`config.mk`:
```
export PLATFORM = sky130hd
export DESIGN_NAME = if_id_buffer
export DESIGN_NICKNAME = d
export VERILOG_FILES = /design/src/rtl/rv_pkg.sv /design/src/rtl/sync_fifo.sv /design/src/rtl/if_id_buffer.sv
export SDC_FILE = /design/constraint.sdc
export NUM_CORES = 1
export LEC_CHECK = 0
export BUFFER_PORTS_ARGS = -buffer_cell sky130_fd_sc_hd__buf_2
export CAP_MARGIN = 10
export CORE_MARGIN = 4
export CORE_UTILIZATION = 50
export CTS_CLUSTER_DIAMETER = 60
export DETAILED_ROUTE_END_ITERATION = 10
export GPL_TIMING_DRIVEN = 0
export PLACE_DENSITY = 0.73
export SKIP_LAST_GASP = 1
export SYNTH_ARGS = -nofsm -noshare
export SYNTH_HDL_FRONTEND = slang
export SYNTH_SLANG_ARGS = --single-unit
```
`constraint.sdc`:
```
create_clock -name clk -period 3.6 [get_ports clk]
set_clock_uncertainty 0.2 [all_clocks]
set_input_delay 0.9 -clock clk [delete_from_list [all_inputs] [get_ports clk]]
set_output_delay 0.9 -clock clk [all_outputs]
set_load 0.005 [all_outputs]
```
`src/rtl/rv_pkg.sv`:
```
// Shared RISC-V front-end constants.
//   WORD_SIZE  instruction width
//   NUM_WORDS  i_mem depth in words
//   ADDR_SIZE  PC width
//   NOP_INSTR  addi x0,x0,0 presented to decode when no instruction is valid
//   PC_STEP    PC increment per sequential fetch
package rv_pkg;

  localparam int unsigned WORD_SIZE = 32;
  localparam int unsigned NUM_WORDS = 1024;
  localparam int unsigned ADDR_SIZE = $clog2(NUM_WORDS);
  localparam logic [31:0] NOP_INSTR = 32'h0000_0013;
  localparam int unsigned PC_STEP   = 4;

endpackage

```
`src/rtl/sync_fifo.sv`:
```
// Small synchronous FIFO with asynchronous head read.
//   clk        rising-edge clock
//   rst        asynchronous active-low reset
//   clear      synchronous flush; overrides push and pop
//   push       write push_data at the tail
//   pop        release the head entry (ignored when empty)
//   push_data  entry to write
//   head_data  current head entry (undefined content when empty)
//   count      number of valid entries, 0..DEPTH
//   empty      count == 0
module sync_fifo #(
  parameter int unsigned WIDTH = 32,
  parameter int unsigned DEPTH = 2,
  localparam int unsigned CNT_W = $clog2(DEPTH + 1),
  localparam int unsigned PTR_W = $clog2(DEPTH)
) (
  input  logic             clk,
  input  logic             rst,
  input  logic             clear,
  input  logic             push,
  input  logic             pop,
  input  logic [WIDTH-1:0] push_data,
  output logic [WIDTH-1:0] head_data,
  output logic [CNT_W-1:0] count,
  output logic             empty
);

  logic [WIDTH-1:0] mem [DEPTH];
  logic [PTR_W-1:0] rd_ptr;
  logic [PTR_W-1:0] wr_ptr;
  logic             full;
  logic             pop_ok;

  // Explicit wrap so non-power-of-2 depths stay in range.
  function automatic logic [PTR_W-1:0] ptr_next(input logic [PTR_W-1:0] p);
    return (p == PTR_W'(DEPTH - 1)) ? '0 : p + PTR_W'(1);
  endfunction

  assign empty     = (count == '0);
  assign full      = (count == CNT_W'(DEPTH));
  assign pop_ok    = pop & ~empty;
  assign head_data = mem[rd_ptr];

  always_ff @(posedge clk or negedge rst) begin
    if (!rst) begin
      rd_ptr <= '0;
      wr_ptr <= '0;
      count  <= '0;
    end else if (clear) begin
      rd_ptr <= '0;
      wr_ptr <= '0;
      count  <= '0;
    end else begin
      if (push)   wr_ptr <= ptr_next(wr_ptr);
      if (pop_ok) rd_ptr <= ptr_next(rd_ptr);
      case ({push, pop_ok})
        2'b10:   count <= count + CNT_W'(1);
        2'b01:   count <= count - CNT_W'(1);
        default: count <= count;
      endcase
    end
  end

  always_ff @(posedge clk) begin
    if (push && !clear) mem[wr_ptr] <= push_data;
  end

  // The producer's credit scheme must never let a push meet a full queue.
  a_no_push_full : assert property (@(posedge clk) disable iff (!rst)
    (push && !clear) |-> !full);

endmodule

```
`src/rtl/if_id_buffer.sv`:
```
// IF/ID decoupling buffer: pairs each synchronous i_mem read with the PC that
// issued it, queues fetched instructions and hands them to decode with a
// valid/ready handshake. Throttles fetch through fetch_en and drops
// wrong-path work on a redirect.
//   clk          rising-edge clock
//   rst          asynchronous active-low reset
//   fetch_pc     PC driven to i_mem this cycle
//   fetch_instr  i_mem data for the PC issued the previous cycle
//   flush        redirect taken this cycle
//   fetch_en     if_stage enable; 1 = PC advances and a read is issued
//   id_ready     decode accepts the head entry
//   id_valid     head entry valid
//   id_instr     head instruction, NOP when !id_valid
//   id_pc        head PC, 0 when !id_valid
module if_id_buffer #(
  parameter int unsigned WORD_SIZE = rv_pkg::WORD_SIZE,
  parameter int unsigned NUM_WORDS = rv_pkg::NUM_WORDS,
  parameter int unsigned ADDR_SIZE = $clog2(NUM_WORDS),
  parameter int unsigned DEPTH     = 2
) (
  input  logic                 clk,
  input  logic                 rst,
  input  logic [ADDR_SIZE-1:0] fetch_pc,
  input  logic [WORD_SIZE-1:0] fetch_instr,
  input  logic                 flush,
  output logic                 fetch_en,
  input  logic                 id_ready,
  output logic                 id_valid,
  output logic [WORD_SIZE-1:0] id_instr,
  output logic [ADDR_SIZE-1:0] id_pc
);

  import rv_pkg::*;

  localparam int unsigned CNT_W   = $clog2(DEPTH + 1);
  localparam int unsigned ENTRY_W = WORD_SIZE + ADDR_SIZE;

  logic                 pend_valid;
  logic [ADDR_SIZE-1:0] pend_pc;
  logic                 issue;
  logic                 pop;
  logic                 push;
  logic [CNT_W-1:0]     count;
  logic                 empty;
  logic [ENTRY_W-1:0]   head;
  logic [CNT_W:0]       occupancy;

  assign id_valid = ~empty;
  assign pop      = id_valid & id_ready;
  assign push     = pend_valid & ~flush;
  assign issue    = fetch_en & ~flush;

  // Slots committed after this edge: queued + in flight - leaving.
  // pop implies count >= 1, so this never underflows.
  assign occupancy = {1'b0, count} + (CNT_W + 1)'(pend_valid) - (CNT_W + 1)'(pop);
  assign fetch_en  = flush | (occupancy < (CNT_W + 1)'(DEPTH));

  always_ff @(posedge clk or negedge rst) begin
    if (!rst) begin
      pend_valid <= 1'b0;
      pend_pc    <= '0;
    end else if (issue) begin
      pend_valid <= 1'b1;
      pend_pc    <= fetch_pc;
    end else begin
      pend_valid <= 1'b0;
    end
  end

  sync_fifo #(
    .WIDTH (ENTRY_W),
    .DEPTH (DEPTH)
  ) u_fifo (
    .clk       (clk),
    .rst       (rst),
    .clear     (flush),
    .push      (push),
    .pop       (pop & ~flush),
    .push_data ({fetch_instr, pend_pc}),
    .head_data (head),
    .count     (count),
    .empty     (empty)
  );

  assign id_instr = id_valid ? head[ENTRY_W-1:ADDR_SIZE] : WORD_SIZE'(NOP_INSTR);
  assign id_pc    = id_valid ? head[ADDR_SIZE-1:0]       : '0;

endmodule

```
==> impl_metrics.py <==
metrics = {
    "run_status": {
        "run_status": "complete, no violations",
    },
    "clock_tree": {
        "htree_levels": 3,
        "cts-root-buf": "clkbuf_8",
        "clkLatencyLatePin_ns": 0.35,
        "cts_tree": "built",
        "clk_path_buf_depth": 2,
        "clkSlewWorstSetupHoldPaths_ns": 0.09,
        "cts_setup_buffers": 0,
        "cts_sinks": 99,
        "cts_buffers": 9,
    },
    "finish": {
        "syn_to_final_growth_pct": 22.72,
        "drive_above_1_share": 0.3858,
        "fin_nets": 380,
        "finalInstanceArea_um2": 4738,
        "seq_area_um2": 2899,
        "mostFrequentLayoutCells": "buf_2, edfxtp_1, nor2_1",
        "nFillCells": 562,
        "final_common_cell": "buf_2",
        "insertedDiodeCount": 0,
        "multi_input_area_um2": 927.1,
    },
    "place": {
        "port-buffer-count": 89,
        "placed_cell_area_um2": 4486,
        "place_hpwl_um": 4670,
        "post-place-ws_ns": -0.006607,
        "gp_congestion": 0.7476,
    },
    "logic_synthesis": {
        "ys_seq_area_frac": 0.7505,
        "netlist_area_um2": 3861,
        "syn_nets": 278,
        "ys_ff_latch": 99,
        "ys_types": 25,
        "ys_warn_count": 0,
        "synthCells": 230,
        "syn_area_per_cell_um2": 16.79,
    },
    "route": {
        "wl_per_cell_um": 15.68,
        "drtIter0Drc": 94,
        "wl_um": 6835,
        "ant_nets": 0,
        "vias": 2150,
        "drc_errors": 0,
        "viasPerCell": 4.931,
        "dr.pass1.iters": 4,
    },
    "floorplan": {
        "die_y_um": 95.88,
        "die_x_um": 95.88,
        "initial_core_util": 0.5239,
        "die_area_um2": 9192,
        "core_area_um2": 7370,
        "ioPinCount": 90,
        "rows": 31,
    },
    "timing": {
        "finalSetupViolCount": 0,
        "layout_min_cycle_time_ns": 3.499,
        "fin_ws_ns": 0.1013,
        "tightest_slew_ns": 0.5257,
        "grt_setup_unrepaired": "false",
        "fmax_ghz": 0.2858,
        "slew_headroom": 0.6495,
        "finalSetupTns_ns": 0,
        "post-route-period-util": 0.9719,
        "drv_slew": 0,
        "hold_viol": 0,
    },
    "job": {
        "maxCapViolations": 0,
    },
    "critical_path": {
        "reg2reg_setup_slack_ns": 0.93,
        "worst_ep_required_time_ns": 2.50,
        "end_kind": "output port",
        "path_class": "in2out",
        "critPathMaxFanout": 4,
        "start_kind": "primary input",
        "critPathArrivalTime_ns": 2.40,
    },
    "grt": {
        "antenna_found_initial": 0,
        "grt_first_pass_wirelength_um": 10520,
        "track_usage": 0.1561,
        "grt_max_degree": 32,
        "grt_pass1_vias": 2153,
        "grt-ovfl-total": 0,
    },
    "power_and_ir_drop": {
        "p_leak_uw": 0.001843,
        "power_density_nw_per_um2": 634.6,
        "ir_drop_mv": 0.3702,
    },
    "min_path": {
        "hp-class": "in2async",
    },
}
## power by group
part | total, µW | switching [µW] | internal (µW) | leakage (µW)
Clock | 821 | 362 | 459 | 0.000115
Combinational | 631 | 323 | 308 | 0.000781
Sequential | 1560 | 83.3 | 1470 | 0.000948
## worst max-delay path, stage by stage
cell and delay (ns):
buf_2 0.13, o21ai_2 0.07, inv_1 0.06, ha_1 0.25, nand2b_1 0.15, fa_2 0.36
xnor2_2 0.15, a21o_2 0.21, buf_2 0.12
## timing repair
action / CTS / global route
setup endpoints to repair: 1 / 1
resized for setup: 1 / 4
hold buffers: 0 / 0
## cell usage after synthesis
master	n	area [µm²]
inv_1	4	15.01
edfxtp_1	84	2522
a31oi_1	1	6.260
dfrtp_1	15	375.4
a21boi_0	1	7.510
mux2_4	9	135.1
nand2_1	3	11.26
o31ai_1	1	7.510
clkbuf_1	5	18.77
ha_1	1	12.51
o221a_2	1	11.26
a21o_2	1	8.760
nor2b_1	1	6.260
mux2i_1	42	420.4
xor2_1	1	8.760
and3b_4	1	12.51
buf_6	1	11.26
nor2_1	45	168.9
buf_2	4	20.02
fa_1	1	20.02
xnor2_1	2	17.52
nand2b_1	2	12.51
mux2_2	1	11.26
and3b_2	1	10.01
o21ai_0	2	10.01
## final timing paths
path                            cells past startpoint                     endpoint                         from
worst max register to register                      8       pend_pc[5]$_DFFE_PN0P_  u_fifo.count[1]$_DFFE_PN0P_
min in group clk                                    0   u_fifo.mem[0][9]$_DFFE_PP_       pend_pc[9]$_DFFE_PN0P_
worst min-delay path                                1       pend_pc[3]$_DFFE_PN0P_                          rst
worst max-delay path                                9                     fetch_en                     id_ready
max in group asynchronous                           1  u_fifo.count[1]$_DFFE_PN0P_                          rst
worst min register to register                      0   u_fifo.mem[0][9]$_DFFE_PP_       pend_pc[9]$_DFFE_PN0P_
## sequential cells by signal (all words and copies together), names as in the netlist
| signal | flops |
|---|---|
| u_fifo.mem | 84 |
| pend_valid | 1 |
| u_fifo.wr_ptr | 1 |
| pend_pc | 10 |
| u_fifo.count | 2 |
| u_fifo.rd_ptr | 1 |
## per-stage QoR
stage / total power, µW / utilization / hold slack, ns / cells
2_1_floorplan: 1966 / - / 0.2382 / 230
3_3_place_gp: 2182 / 0.6012 / 0.2526 / 418
3_5_place_dp: 2220 / 0.6087 / 0.2582 / 420
4_1_cts: 3034 / 0.6409 / 0.2372 / 436
5_1_grt: 3177 / 0.6430 / 0.2454 / 436
6_report: 3007 / 0.6430 / 0.2338 / 436
## layout make-up
type | instances | share of cell area
buffer | 10 | 0.01056
clock buffer | 9 | 0.02614
clock inverter | 7 | 0.02403
inverter | 4 | 0.003169
multi-input combinational | 117 | 0.1957
sequential | 99 | 0.6118
tap | 99 | 0.02614
timing repair buffer | 91 | 0.1025
## logic make-up after synthesis
kind of cell / share of synthesized area
DFF: 0.7505
and+or+nand+nor: 0.05736
muxes: 0.1468
buffers and inverters: 0.01685
AOI/OAI and AO/OA: 0.01329
xor gates and xnor gates: 0.006806
adders and majority gates: 0.008425
## per-layer routing
metal  wire [µm]  part of all wire  global-route usage  vias up
li1            -                 -                   -     1039
met1        2716              0.40              0.1815     1044
met2        3616              0.53              0.2774       58
met3         400             0.059             0.03362        9
met4         101             0.015             0.06754        0
met5           0                 0                   0        -
Note: power is estimated with default switching activity, not from simulation.
